--- config.mk ---
export PLATFORM = sky130hd
export DESIGN_NAME = ac_zone_controller
export DESIGN_NICKNAME = d
export VERILOG_FILES = /design/src/rtl/ac_zone_controller.sv
export SDC_FILE = /design/constraint.sdc
export NUM_CORES = 1
export LEC_CHECK = 0
export CAP_MARGIN = 20
export CORE_ASPECT_RATIO = 1.75
export CORE_UTILIZATION = 45
export CTS_CLUSTER_DIAMETER = 150
export DETAILED_ROUTE_END_ITERATION = 6
export PLACE_DENSITY = 0.68
export RECOVER_POWER = 50
export SYNTH_ARGS = -nofsm -noshare
export SYNTH_HDL_FRONTEND = slang
export SYNTH_SLANG_ARGS = --single-unit
export TNS_END_PERCENT = 100
--- constraint.sdc ---
create_clock -name clk_i -period 2.09 [get_ports clk_i]
set_input_delay 0.209 -clock clk_i [delete_from_list [all_inputs] [get_ports clk_i]]
set_output_delay 0.209 -clock clk_i [all_outputs]
set_load 0.01 [all_outputs]
--- src/rtl/ac_zone_controller.sv ---
// Multi-zone heat/cool controller: per-zone hysteresis FSM with minimum-run and
// minimum-off compressor protection and an energy-save override.
module ac_zone_controller #(
  parameter int ZONES       = 4,
  parameter int TEMP_W      = 8,
  parameter int HYST        = 2,
  parameter int MIN_RUN_CYC = 16,
  parameter int MIN_OFF_CYC = 16
) (
  input  logic                      clk_i,
  input  logic                      rst_ni,
  input  logic                      sample_i,
  input  logic [ZONES*TEMP_W-1:0]   temp_i,
  input  logic [TEMP_W-1:0]         setpoint_i,
  input  logic [ZONES-1:0]          energy_save_i,
  output logic [ZONES-1:0]          AC_heat_o,
  output logic [ZONES-1:0]          AC_cool_o,
  output logic [2*ZONES-1:0]        state_o
);

  localparam int CNT_MAX = (MIN_RUN_CYC > MIN_OFF_CYC) ? MIN_RUN_CYC : MIN_OFF_CYC;
  localparam int CNT_W   = (CNT_MAX > 1) ? $clog2(CNT_MAX) : 1;

  localparam logic [CNT_W-1:0]  RUN_MAX  = CNT_W'(MIN_RUN_CYC - 1);
  localparam logic [CNT_W-1:0]  OFF_LOAD = CNT_W'(MIN_OFF_CYC - 1);
  localparam logic [TEMP_W:0]   HYST_E   = (TEMP_W+1)'(HYST);
  localparam logic [TEMP_W:0]   T_MAX    = {1'b0, {TEMP_W{1'b1}}};

  typedef enum logic [1:0] {
    ST_IDLE = 2'b00,
    ST_HEAT = 2'b01,
    ST_COOL = 2'b10,
    ST_REST = 2'b11
  } zone_state_e;

  // Thresholds carry one extra bit so the setpoint +/- band saturates cleanly.
  logic [TEMP_W:0] sp_ext, lo, hi, hi_sum;

  assign sp_ext = {1'b0, setpoint_i};
  assign lo     = (sp_ext >= HYST_E) ? (sp_ext - HYST_E) : '0;
  assign hi_sum = sp_ext + HYST_E;
  assign hi     = (hi_sum > T_MAX) ? T_MAX : hi_sum;

  for (genvar z = 0; z < ZONES; z++) begin : g_zone
    zone_state_e      state_q, state_d;
    logic [CNT_W-1:0] run_q, run_d;
    logic [CNT_W-1:0] off_q, off_d;
    logic             heat_q, cool_q;
    logic [TEMP_W:0]  temp_z;

    assign temp_z = {1'b0, temp_i[z*TEMP_W +: TEMP_W]};

    always_comb begin
      // NOTE: every combinational output gets a default first, so no path can infer a latch.
      state_d = state_q;
      run_d   = run_q;
      off_d   = off_q;
      case (state_q)
        ST_IDLE: begin
          if (sample_i && !energy_save_i[z]) begin
            if (temp_z < lo) begin
              state_d = ST_HEAT;
              run_d   = '0;
            end else if (temp_z > hi) begin
              state_d = ST_COOL;
              run_d   = '0;
            end
          end
        end
        ST_HEAT: begin
          if (energy_save_i[z]) begin
            state_d = ST_REST;
            off_d   = OFF_LOAD;
          end else if (sample_i && (temp_z >= sp_ext) && (run_q == RUN_MAX)) begin
            state_d = ST_REST;
            off_d   = OFF_LOAD;
          end else if (run_q != RUN_MAX) begin
            run_d = run_q + CNT_W'(1);
          end
        end
        ST_COOL: begin
          if (energy_save_i[z]) begin
            state_d = ST_REST;
            off_d   = OFF_LOAD;
          end else if (sample_i && (temp_z <= sp_ext) && (run_q == RUN_MAX)) begin
            state_d = ST_REST;
            off_d   = OFF_LOAD;
          end else if (run_q != RUN_MAX) begin
            run_d = run_q + CNT_W'(1);
          end
        end
        default: begin
          if (off_q == '0) begin
            state_d = ST_IDLE;
          end else begin
            off_d = off_q - CNT_W'(1);
          end
        end
      endcase
    end

    // NOTE: sequential state uses non-blocking assignments only; all flops here are
    // plain registers (no memories), so each one is reset to a defined lockout value.
    always_ff @(posedge clk_i or negedge rst_ni) begin
      if (!rst_ni) begin
        state_q <= ST_REST;
        run_q   <= '0;
        off_q   <= OFF_LOAD;
        heat_q  <= 1'b0;
        cool_q  <= 1'b0;
      end else begin
        state_q <= state_d;
        run_q   <= run_d;
        off_q   <= off_d;
        heat_q  <= (state_d == ST_HEAT);
        cool_q  <= (state_d == ST_COOL);
      end
    end

    assign AC_heat_o[z]        = heat_q;
    assign AC_cool_o[z]        = cool_q;
    assign state_o[2*z +: 2]   = state_q;
  end

endmodule
### After elaboration in Yosys (flattened, before gate mapping)

Index checks and enable logic that the tools add are counted.

| word-level totals | value |
|---|---|
| register bits after elaboration | 48 |
| bits of input ports | 47 |
| output and inout bits | 16 |
| word-level logic and storage cells | 254 |

| cells by class | value |
|---|---|
| add/subtract/negate cells | 10 |
| magnitude comparators | 18 |
| equal/unequal tests | 60 |
| multiplexer cells | 98 |
| bitwise gates (word level) | 4 |
| reduce and logical (&&, ||, !) cells | 44 |

Operator list:

| operator | number |
|---|---|
| $mux 4 | 52 |
| $pmux 4 s3 | 8 |
| $mux 2 | 32 |
| $ne 2x2->1 const B | 20 |
| $gt 8x9->1 | 4 |
| $lt 8x9->1 | 4 |
| $ne 3x3->1 const B | 12 |
| $ge 8x8->1 | 4 |
| $le 8x8->1 | 4 |
| $reduce_and 7->1 | 4 |
| $pmux 2 s3 | 4 |
| $logic_and 1x1->1 | 20 |
| $mux 9 | 2 |
| $add 4x1->4 const B | 4 |
| $eq 2x1->1 const B | 8 |
| $eq 2x2->1 const B | 8 |
| $eq 4x4->1 const B | 4 |
| $logic_not 4->1 | 4 |
| $ne 4x4->1 const B | 4 |
| $reduce_and 4->1 | 4 |
| $sub 4x1->4 const B | 4 |
| $ne 3x1->1 const B | 4 |
| $reduce_bool 3->1 | 4 |
| $add 8x2->9 const B | 1 |
| other kinds (6) | 15 |

### Logic depth before layout (Yosys ltp)

| depth | value |
|---|---|
| depth in word-level cells | 9 |
| gate-level depth with buffers | 16 |
| mapped depth without buffers | 15 |

### Worst setup path before layout

OpenSTA, ideal clock, no wires.

| path | value |
|---|---|
| kind | input port to flip-flop |
| start point | input setpoint_i[4] |
| end point | register g_zone[0].run_q[0] |
| setup time | 0.125 ns |
| data arrival time | 3.259 ns |
| required time | 1.965 ns |
| setup slack | -1.294 ns |
| stages | 16 |
| path buffers | 1 |
| cells stage by stage | buf_6 -> inv_1 -> nor3_1 -> o21ai_0 -> a32o_1 -> a21oi_1 -> o21bai_1 -> nor2_1 -> ha_1 -> and3b_1 -> a211oi_1 -> o21ai_1 -> a221o_1 -> a21oi_2 -> nor2_1 -> mux2_2 |

| between the ends | value |
|---|---|
| longest elaborated chain between the ends | 6 |
| elaborated cells between the ends (all ways) | 21 |

Ends and longest elaborated chain:

| element | RTL line | RTL |
|---|---|---|
| from (decl) | 14 | `input logic [TEMP_W-1:0] setpoint_i,` |
| $add 8x2->9, or another cell as far along | 41 | `assign hi_sum = sp_ext + HYST_E;` |
| $gt 9x8->1 or $mux 9 (tied branches) | 42, 40 |  |
| $mux 9 or $lt 8x9->1 (tied branches) | 42, 61 |  |
| $gt 8x9->1 or $mux 4 (tied branches) | 64, 61 |  |
| $ne 3x3->1 (no line) or $mux 4 (tied branches) | -- |  |
| $reduce_and 7->1 (no line) or $pmux 4 s3 (tied branches) | -- |  |
| to (signal assigned) | 113 | `run_q <= run_d;` |
| to (decl) | 46 | `logic [CNT_W-1:0] run_q, run_d;` |

Parallel ways exist; a longest one is shown, timed or not. The select of a mux whose other input is x is not followed.
A chain may end at the register's enable or synchronous reset.

### Worst setup path in the final report

| path | value |
|---|---|
| start point | input setpoint_i[1] |
| end point | register g_zone[3].run_q[0] |

| between the ends | value |
|---|---|
| longest elaborated chain between the ends | 6 |
| elaborated cells between the ends (all ways) | 21 |

Ends and longest elaborated chain:

| element | RTL line |
|---|---|
| $add 8x2->9, or another cell as far along | 41 |
| $gt 9x8->1 or $mux 9 (tied branches) | 42, 40 |
| $mux 9 or $lt 8x9->1 (tied branches) | 42, 61 |
| $gt 8x9->1 or $mux 4 (tied branches) | 64, 61 |
| $ne 3x3->1 (no line) or $mux 4 (tied branches) | -- |
| $reduce_and 7->1 (no line) or $pmux 4 s3 (tied branches) | -- |
| to (signal assigned) | 113 |
| to (decl) | 46 |

Parallel ways exist; a longest one is shown, timed or not. The select of a mux whose other input is x is not followed.

==> results.toml <==
[timing]
finalClockSkew_ns = 0.00692
fmax_ghz = 0.331
finalHoldViolCount = 0
tightest_slew_ns = 0.770
worst_slack_ns = -0.931
finalCritPeriodShare_pct = 145
finalSetupViolations = 48
maxSlewViolCount = 0
slew_headroom_pct = 48.6
period_needed_ns = 3.02
rsz0062_at_grt = "true"

[power_and_ir_drop]
p_int_uw = 4990
seqPwrFrac_pct = 20.5
power_switching_uw = 3680
power_density_nw_per_um2 = 936
pwr-share-clk_pct = 10.6
p_leak_uw = 0.00406
p_comb_share_pct = 68.9
vdd_drop_max_mv = 0.892
switching_share_pct = 42.4

[routing]
met3_length_um = 860
via_per_inst = 5.99
highest_layer = "met4"
wirelength_um = 20500
drt_iter0_drc = 224
drc_errors = 0
antenna_left = 0
firstDrtPassIters = 7
wl_met1_um = 7910
wl_per_cell_um = 18.7
vias = 6574
wl_met2_um = 10800

[worst_setup_path]
cp_max_fo = 5
reg2reg_slack_ns = -0.25
crit_arrival_ns = 3.20
cpMaxStageDelayCell = "or4_4"
worst_r2r_endpoint = "g_zone[0].run_q[2]"
r2r-start = "g_zone[0].state_q[1]"
end_kind = "register"
crit_chain = "buf_8, clkinvlp_4, buf_6, or4_4, nand2_8, nand2_2, buf_6, ha_4, nand4_1, nor2_1, a221oi_2, buf_4, o21a_1, a211o_1, nand2_2, mux2_4"
start_kind = "primary input"
cpPeakStageDelay_ns = 0.56
worstRegToRegCells = 8
setup.worst_path.class = "in -> reg"
critPathRequiredTime_ns = 2.27

[final_layout]
area_growth_pct = 54.4
utilization_pct = 71.6
n_fill_cell = 1006
nNetsFinal = 1087
drive_gt1_share_pct = 39.8
fin_cells = 1098

[hold_path]
hold_path_depth = 2
min_path_type = "reg -> reg"
holdCritStartpoint = "g_zone[3].off_q[1]"
hold_end = "g_zone[3].off_q[1]"

[placement]
hpwl_um = 15400
port_buffers = 62
gp_congestion = 0.988
dp.cells = 1068

[floorplanning]
die_w_um = 89.3
die_area_um2 = 13800
core-area_um2 = 12900
rows = 55
start_util_pct = 46.4
die_y_um = 155
ios = 63

[clock_network]
cts_tree = "done"
cts_buffers = 5
cts_root_buffer = "clkbuf_16"
clk_latency_ns = 0.29
clkTransAtPathRegs_ns = 0.06
cts_sinks = 48
htreeDepth = 2
clock_path_buffers = 2

[run_status]
violations = "negative setup slack"
status = "finished with violations"

[synth]
syn_area_um2 = 6000
syn_nets = 870
synthTopCellsByArea = "ha_1 (24%), dfstp_2 (11%), dfrtp_1 (10%)"
synth_top_area_share_pct = 24.0
synthArstFlopShare_pct = 100
syn_inst = 708
syn_area_per_cell_um2 = 8.47
yosysSeqAreaShare_pct = 20.5
yosysTopAreaCell = "ha_1"
ys_warn_count = 0
synth_seq_cells = 48
ys_types = 86
dominantRegCellSynth = "dfstp_2"
synth-edff-count = 0

[flow_run]
maxCapViolations = 0

[global_routing]
antenna_found_initial = 1
grt_usage_pct = 29.7
grt_overflow = 0
grt_first_pass_wirelength_um = 32000
grt_start_max_net_pins = 31
grt_pass1_vias = 6780
==> stage by stage <==
step                      instance area (um^2)  hold WS, ns  power (uW)  worst slack, ns  TNS (ns)
after floorplan                           6190      -0.0866        4820           -0.946    -24.55
after global placement                    7980        0.277        6510            -1.79    -68.94
after detailed placement                  7980        0.280        6760            -1.91    -72.49
after CTS                                 8590        0.501        8140           -0.900    -27.56
after global routing                      9260        0.530        9350            -1.03    -34.03
final                                     9260        0.497        8670           -0.931    -28.42
==> cell type report <==
type	count	area (um^2)	area share [%]
Multi-Input combinational cell	595	5500	59.4
Clock buffer	7	133	1.43
Tap cell	171	214	2.31
Antenna cell	1	2.50	0.0270
Sequential cell	48	1230	13.3
Timing Repair Buffer	228	1960	21.1
Inverter	47	190	2.05
Clock inverter	1	30.0	0.324
==> Yosys cell counts (all sizes together) (8+ instances only) <==
cell    number
nor2b       10
ha         115
nor3        27
dfstp       24
a21o        13
nand4       15
dfrtp       24
o31ai       11
nand2       47
inv         47
o21ai       45
a211oi      23
a21oi       44
o21bai       9
o21a        10
buf         12
nor2        55
nand2b       8
nand3       23
o211ai      10
==> critical path: cells and delay by family <==
family / cells / cell delay [ns]
compound gates: 3 / 0.59
fa+ha+maj: 1 / 0.27
buf+inv: 5 / 0.68
mux: 1 / 0.30
simple gates: 6 / 1.14
==> placed cells by master, fill, tap and decap left out, types with 7 or more instances in the layout <==
| cell type | count |
|---|---|
| a21oi_1 | 30 |
| o21ai_2 | 9 |
| nand3_1 | 17 |
| ha_4 | 27 |
| dfrtp_1 | 24 |
| a211oi_2 | 11 |
| o211ai_1 | 7 |
| dlymetal6s2s_1 | 10 |
| o31ai_1 | 8 |
| ha_1 | 84 |
| dfstp_2 | 24 |
| inv_1 | 41 |
| a21oi_2 | 11 |
| clkdlybuf4s50_1 | 42 |
| nor2_1 | 45 |
| o21ai_1 | 23 |
| nand2_1 | 38 |
| buf_4 | 145 |
| nand4_1 | 15 |
| o21bai_1 | 7 |
| a211oi_1 | 11 |
| o21ai_0 | 12 |
| a21o_1 | 13 |
| nor2b_1 | 9 |
| o21a_1 | 9 |
| nor3_1 | 17 |
| buf_6 | 19 |
==> logic make-up after synthesis <==
family	share of synthesized area, %
AOI/OAI and AO/OA	27.4
and+or+nand+nor	20.7
muxes	1.56
adders and majority gates	24.0
DFF	20.5
xor gates and xnor gates	0.876
buffers and inverters	4.99
==> worst max path at each step <==
stage / from / endpoint / cells after the start
6_report: setpoint_i[1] / g_zone[3].run_q[0] / 16
5_1_grt: setpoint_i[3] / g_zone[1].heat_q / 16
4_1_cts: setpoint_i[1] / g_zone[0].run_q[3] / 14
3_5_place_dp: setpoint_i[1] / g_zone[0].run_q[0] / 14
3_3_place_gp: setpoint_i[1] / g_zone[0].cool_q / 14
2_1_floorplan: setpoint_i[4] / g_zone[1].run_q[0] / 16
==> routing by layer <==
layer	vias up	global-route usage (%)
met1	3186	32.8
met4	0	15.3
met5	-	0
met3	75	4.11
li1	3126	-
met2	187	53.5
==> power groups by stage <==
stage                     Combinational (uW)  Sequential, uW  Clock, uW
after floorplan                         3050            1770          0
after global placement                  4770            1740          0
after detailed placement                5000            1770          0
after CTS                               5430            1760        947
after global routing                    6540            1830        981
final                                   5970            1780        922
==> flip-flops by register name, summed over array words and instances, names as in the netlist <==
signal / cells
g_zone.run_q: 16
g_zone.off_q: 16
g_zone.cool_q: 4
g_zone.heat_q: 4
g_zone.state_q: 8
==> repair_timing <==
| action | 4_1_cts | 5_1_grt |
|---|---|---|
| hold endpoints to repair | 15 | 0 |
| endpoints found under the setup margin | 48 | 48 |
| resized for setup | 114 | 115 |
| hold buffers | 1 | 0 |
| pin swaps | 57 | 83 |
| buffers inserted | 11 | 9 |
(Power assumes the default switching activity.)
